File: src/rtl/cont_campo_bcd.sv
// cont_campo_bcd: up/down field counter for date/time setting screens with a
// run-time limit, load port, wrap pulse and registered two-digit BCD output.
// Optional hold-to-repeat stepping is built when AUTOREPEAT_EN is defined.
module cont_campo_bcd #(
    parameter int             N          = 8,
    parameter int             P          = 2,
    parameter int             W          = 7,
    parameter int             POS_ID     = 0,
    parameter int             MIN_VAL    = 0,
    parameter int             MAX_VAL    = 31,
    parameter logic [N-1:0]   KEY_UP     = N'(8'h75),
    parameter logic [N-1:0]   KEY_DN     = N'(8'h72),
    parameter int             REP_DELAY  = 50,
    parameter int             REP_PERIOD = 10
) (
    input  logic         clk,
    input  logic         rst,
    input  logic [P-1:0] posicion,
    input  logic         en_codigo,
    input  logic         f2,
    input  logic [N-1:0] key_code,
    input  logic [W-1:0] lim_max,
    input  logic         load,
    input  logic [W-1:0] load_val,
    output logic [W-1:0] valor,
    output logic [N-1:0] dato,
    output logic         wrap
);

    localparam logic [W-1:0] MIN_W = W'(MIN_VAL);
    localparam logic [W-1:0] MAX_W = W'(MAX_VAL);

    // Value is always within 0..99, so tens/units fit one nibble each.
    function automatic logic [N-1:0] to_bcd(input logic [W-1:0] v);
        int vi;
        vi = int'(v);
        return N'({4'(vi / 32'sd10), 4'(vi % 32'sd10)});
    endfunction

    logic [W-1:0] emax_s;
    logic [W-1:0] ld_val_s;
    logic [W-1:0] valor_nxt_s;
    logic         wrap_nxt_s;
    logic         sel_s;
    logic         press_s;
    logic         is_up_s;
    logic         is_dn_s;
    logic         rep_step_s;
    logic         step_up_s;
    logic         step_dn_s;
    logic         en_q_r;
    logic [W-1:0] valor_r;
    logic [N-1:0] dato_r;
    logic         wrap_r;

    assign sel_s     = f2 && (posicion == P'(POS_ID));
    assign press_s   = sel_s && en_codigo && !en_q_r;
    assign is_up_s   = (key_code == KEY_UP);
    assign is_dn_s   = (key_code == KEY_DN);
    assign step_up_s = (press_s || rep_step_s) && is_up_s;
    assign step_dn_s = (press_s || rep_step_s) && is_dn_s;

`ifdef AUTOREPEAT_EN
    localparam int             CW         = W + 8;
    localparam logic [CW-1:0]  REP_AT     = CW'(REP_DELAY);
    localparam logic [CW-1:0]  REP_RELOAD = CW'(REP_DELAY - REP_PERIOD + 1);

    logic [CW-1:0] hold_cnt_r;
    logic [N-1:0]  key_q_r;
    logic          hold_s;

    assign hold_s     = sel_s && en_codigo && en_q_r && (key_code == key_q_r)
                        && (is_up_s || is_dn_s);
    assign rep_step_s = hold_s && (hold_cnt_r == REP_AT);

    // Hold counter: counts cycles since the press; reloads so later repeats come every REP_PERIOD.
    always_ff @(posedge clk or negedge rst) begin
        if (!rst) begin
            hold_cnt_r <= {CW{1'b0}};
            key_q_r    <= {N{1'b0}};
        end else begin
            key_q_r <= key_code;
            if (press_s) begin
                hold_cnt_r <= CW'(1);
            end else if (rep_step_s) begin
                hold_cnt_r <= REP_RELOAD;
            end else if (hold_s) begin
                hold_cnt_r <= hold_cnt_r + CW'(1);
            end else begin
                hold_cnt_r <= {CW{1'b0}};
            end
        end
    end
`else
    // Repeat timing has no effect in this build; the term is constant zero.
    assign rep_step_s = (REP_DELAY < 0) && (REP_PERIOD < 0);
`endif

    // Effective upper bound: run-time limit capped by MAX_VAL, never below MIN_VAL.
    always_comb begin
        if ({1'b1, lim_max} < {1'b1, MIN_W}) begin
            emax_s = MIN_W;
        end else if (lim_max > MAX_W) begin
            emax_s = MAX_W;
        end else begin
            emax_s = lim_max;
        end
    end

    // Load value clamped into [MIN_VAL, emax].
    always_comb begin
        if ({1'b1, load_val} < {1'b1, MIN_W}) begin
            ld_val_s = MIN_W;
        end else if (load_val > emax_s) begin
            ld_val_s = emax_s;
        end else begin
            ld_val_s = load_val;
        end
    end

    // Next value: load, then clamp, then a key step; only steps can wrap.
    always_comb begin
        valor_nxt_s = valor_r;
        wrap_nxt_s  = 1'b0;
        if (load) begin
            valor_nxt_s = ld_val_s;
        end else if (valor_r > emax_s) begin
            valor_nxt_s = emax_s;
        end else if (step_up_s) begin
            if (valor_r == emax_s) begin
                valor_nxt_s = MIN_W;
                wrap_nxt_s  = 1'b1;
            end else begin
                valor_nxt_s = valor_r + W'(1);
            end
        end else if (step_dn_s) begin
            if (valor_r == MIN_W) begin
                valor_nxt_s = emax_s;
                wrap_nxt_s  = 1'b1;
            end else begin
                valor_nxt_s = valor_r - W'(1);
            end
        end else begin
            valor_nxt_s = valor_r;
        end
    end

    // State and outputs; BCD is taken from the next value so both change together.
    always_ff @(posedge clk or negedge rst) begin
        if (!rst) begin
            valor_r <= MIN_W;
            dato_r  <= to_bcd(MIN_W);
            wrap_r  <= 1'b0;
            en_q_r  <= 1'b0;
        end else begin
            valor_r <= valor_nxt_s;
            dato_r  <= to_bcd(valor_nxt_s);
            wrap_r  <= wrap_nxt_s;
            en_q_r  <= en_codigo;
        end
    end

    assign valor = valor_r;
    assign dato  = dato_r;
    assign wrap  = wrap_r;

endmodule
File: config.mk
export PLATFORM = sky130hd
export DESIGN_NAME = cont_campo_bcd
export DESIGN_NICKNAME = d
export VERILOG_FILES = /design/src/rtl/cont_campo_bcd.sv
export SDC_FILE = /design/constraint.sdc
export NUM_CORES = 1
export LEC_CHECK = 0
export CORE_MARGIN = 2
export CORE_UTILIZATION = 50
export DETAILED_ROUTE_END_ITERATION = 6
export PLACE_DENSITY_LB_ADDON = 0.25
export SYNTH_ARGS = -nofsm -noshare
export SYNTH_HDL_FRONTEND = slang
export SYNTH_SLANG_ARGS = --single-unit
File: constraint.sdc
create_clock -name clk -period 6.35 [get_ports clk]
set_input_delay 1.27 -clock clk [delete_from_list [all_inputs] [get_ports clk]]
set_output_delay 1.27 -clock clk [all_outputs]
set_load 0.01 [all_outputs]
==> impl_results.md, run 1 <==
* Outcome: completed
* Ranking of synthesized cells by area: dfrtp_1, ha_1, a21oi_1
* Reg2Reg Depth at 23
* Die Y-Extent at 73.55 um
* Hold endpoint: dato[0]
* NetSw at 350.7 uW
* Comb power frac at 71.9%
* Drt drc at 0
* Clk network pwr share at 9.1%
* GRT Overall Usage at 27.66%
* Antenna Violating Nets Remaining at 0
* Clock Latency Late Sink at 0.25 ns
* Maximum clock rate at 158.3 MHz
* Data arrival, critical path at 6.49 ns
* R2R Path End: dato[2]
* Average size of a mapped cell at 8.576 um2
* N_diodes at 0
* Total global routing overflow at 0
* Layout cells sized above 1 at 37.18%
* Critical path class: in -> reg
* Initial Utilization at 51.55%
* Vias in the first global route at 2,624
* Worst Skew at 0.007623 ns
* R2R Setup Slk at 0.98 ns
* Worst path required time at 6.52 ns
* Layout Nets at 439
* Leakage power at 0.001556 uW
* Leading area contributor after synthesis: dfrtp_1
* CP startpoint kind: input pin
* DP HPWL at 5.719 mm
* P&R area growth vs syn at 50.70%
* Detailed Route Iter0 Violations at 240
* Top Ports at 45
* FP Rows at 25
* FFs w/ async S/R, synth at 100.0%
* Avg WL per Cell at 18.88 um
* Placeable Area at 4692 um2
* Die Width at 73.55 um
* First-pass GRT wire length at 11.97 mm
* # setup viols final at 0
* Hold Vio Cnt, Final at 0
* Pins over their slew limit at 0
* WHS at 1.040 ns
* CTS Sinks at 16
* Period Utilization, post-route at 99.50%
* CTS tree: built
* Power density cells at 222.6 nW/um2
* Main synth FF type: dfrtp_1
* Mapped cell area at 2419 um2
* Max Cap Viol at 0
* Setup TNS at 0 ns
* CTS root buf: clkbuf_8
* Largest net degree at the start of global routing at 17
* Yosys warning count at 0
* Peak VDD IR at 0.1169 mV
* Hold_sp: dato[0]
* CP endpoint kind: register
* Worst slew pin tran at 0.7200 ns
* Post-layout util at 77.68%
* Gp weighted congestion at 0.8788
* Clock slew at reported path FFs at 0.06 ns
* Worst-path fanout max at 3
* Seq pwr share at 19.0%
* Sequential share of the synthesized area at 16.55%
* Routed via count at 2,972
* Initial antenna violation count at 0
* Worst R2R Start: dato[0]
* Die area at 5410 um2
* Worst Hold Path Cells at 4
* Seq cells post-synth at 16
* Number of H-tree levels at 1
* Post-Route WL at 8.381 mm
* Synth top area share at 16.55%
* Worst min path class: reg -> reg
* Drt pass-1 iters at 5
* Fin worst setup slack at 0.03180 ns
* Cts bufs inserted at 3
* Commonest cells after routing, fill and taps aside: buf_4, clkdlybuf4s50_1, dfrtp_1
* # port buffers at 44
* Number of library cell types mapped by synthesis at 90
* Post-place setup slack at -0.5072 ns
* Int Power at 460.4 uW
* Post-Syn Instances at 282
* Clock buffer depth at 2
* Rel. slew slack at 51.85%
* Final Power at 811.2 uW
* Min Tclk post-route at 6.318 ns
* Switching portion of total power at 43.24%
* Post-synth EDFFs at 0
* Most common cell after layout, fill and taps aside: buf_4
* Vias per inst at 6.694
==> worst max-delay path by stage <==
stage	start	endpoint	cells past startpoint
after floorplan	lim_max[5]	dato[2]	23
after global placement	lim_max[5]	dato[2]	26
after detailed placement	lim_max[5]	dato[2]	24
after CTS	lim_max[4]	dato[2]	25
after global routing	lim_max[4]	dato[1]	25
final	lim_max[4]	dato[2]	26
==> Yosys cell counts (3+ instances only) <==
cell      number
nor4_1         3
o21ai_0        6
ha_1          18
a211oi_2       4
o21ai_2        4
o211ai_1      10
or3_4          3
o31ai_1        3
o21ai_1        4
or3_1          4
nand4_1        3
nor3_1        11
nand2_1       14
inv_1         17
a31oi_1        3
inv_2          3
and2_1         4
or4_1          6
and3_1         7
dfrtp_1       16
buf_4          4
nor2b_1        4
and4_1         3
a211oi_1       3
xnor2_1        3
mux2i_1        3
a21oi_1       15
nand3_1       12
a21o_1         5
nor2_1        10
buf_2          4
==> sequential cells by signal, indices dropped and copies added, names as in the netlist <==
name and cells:
wrap 1, dato 8, valor 6, en_q_r 1
==> layout make-up <==
type                    count  area, um2
fillers                   299       1047
flip-flops and latches     16      400.4
clock buffers               3      41.29
well taps                  54      67.56
multi-input cells         239       2100
repair buffers            111      947.2
inverters                  21      88.84
==> stage by stage <==
step,cells,instance area (um2)
after detailed placement,434,3327
after global placement,434,3327
after global routing,444,3645
final,444,3645
after CTS,438,3422
after floorplan,285,2430
==> power groups by stage <==
stage	clock network [uW]	logic, uW	registers, uW
2_1_floorplan	0	279	155
3_3_place_gp	0	475	153
3_5_place_dp	0	486	153
4_1_cts	73.4	505	152
5_1_grt	79.0	623	157
6_report	73.6	583	154
==> critical path, stage by stage <==
cell and delay, ns:
clkdlybuf4s50_1 0.41, or3_4 0.42, inv_4 0.08, ha_1 0.22
and3_4 0.16, buf_4 0.13, o211a_4 0.15, nor3_1 0.26
o21ai_2 0.15, a31oi_4 0.21, a21oi_2 0.09, inv_2 0.08
ha_4 0.21, nor4_4 0.18, o2111ai_2 0.18, buf_4 0.18
a41oi_2 0.18, nor2_2 0.07, ha_2 0.20, a21o_1 0.21
and2_4 0.17, o2bb2ai_2 0.13, or3_4 0.40, a21bo_4 0.24
a211oi_4 0.29, mux2i_1 0.21
==> cells by family (layout without fill, tap and decap cells) <==
group | Yosys count | after routing | synth area share (%)
buffers and inverters | 30 | 135 | 5.898
XOR/XNOR | 5 | 5 | 1.811
flip-flops | 16 | 16 | 16.55
adder cells (fa/ha/maj) | 18 | 18 | 9.312
other | 1 | 4 | 0.1551
AO/OA/AOI/OAI | 100 | 100 | 34.30
multiplexers | 5 | 5 | 2.638
AND/OR/NAND/NOR | 107 | 107 | 29.33
==> timing repair <==
item | 4_1_cts | 5_1_grt
buffers inserted | 1 | 6
resized for setup | 13 | 36
hold buffers | 0 | 0
pin swaps | 6 | 28
endpoints found under the setup margin | 4 | 4
==> metal layers <==
layer | part of all wire, % | GRT usage, %
met1 | 41 | 37.06
met2 | 48 | 46.73
met3 | 8.7 | 3.567
met4 | 2.3 | 7.273
met5 | 0 | 0
No activity file was read; power rests on OpenSTA's default activity.
==> inputs of run 2 (changes only) <==
--- a/config.mk
+++ b/config.mk
@@ -8,6 +8,7 @@
 export CORE_MARGIN = 2
 export CORE_UTILIZATION = 50
 export DETAILED_ROUTE_END_ITERATION = 6
+export HOLD_SLACK_MARGIN = 0.15
 export PLACE_DENSITY_LB_ADDON = 0.25
 export SYNTH_ARGS = -nofsm -noshare
 export SYNTH_HDL_FRONTEND = slang
==> results of run 2 <==
The final DEF is identical to that of run 1; final timing and power are the same.
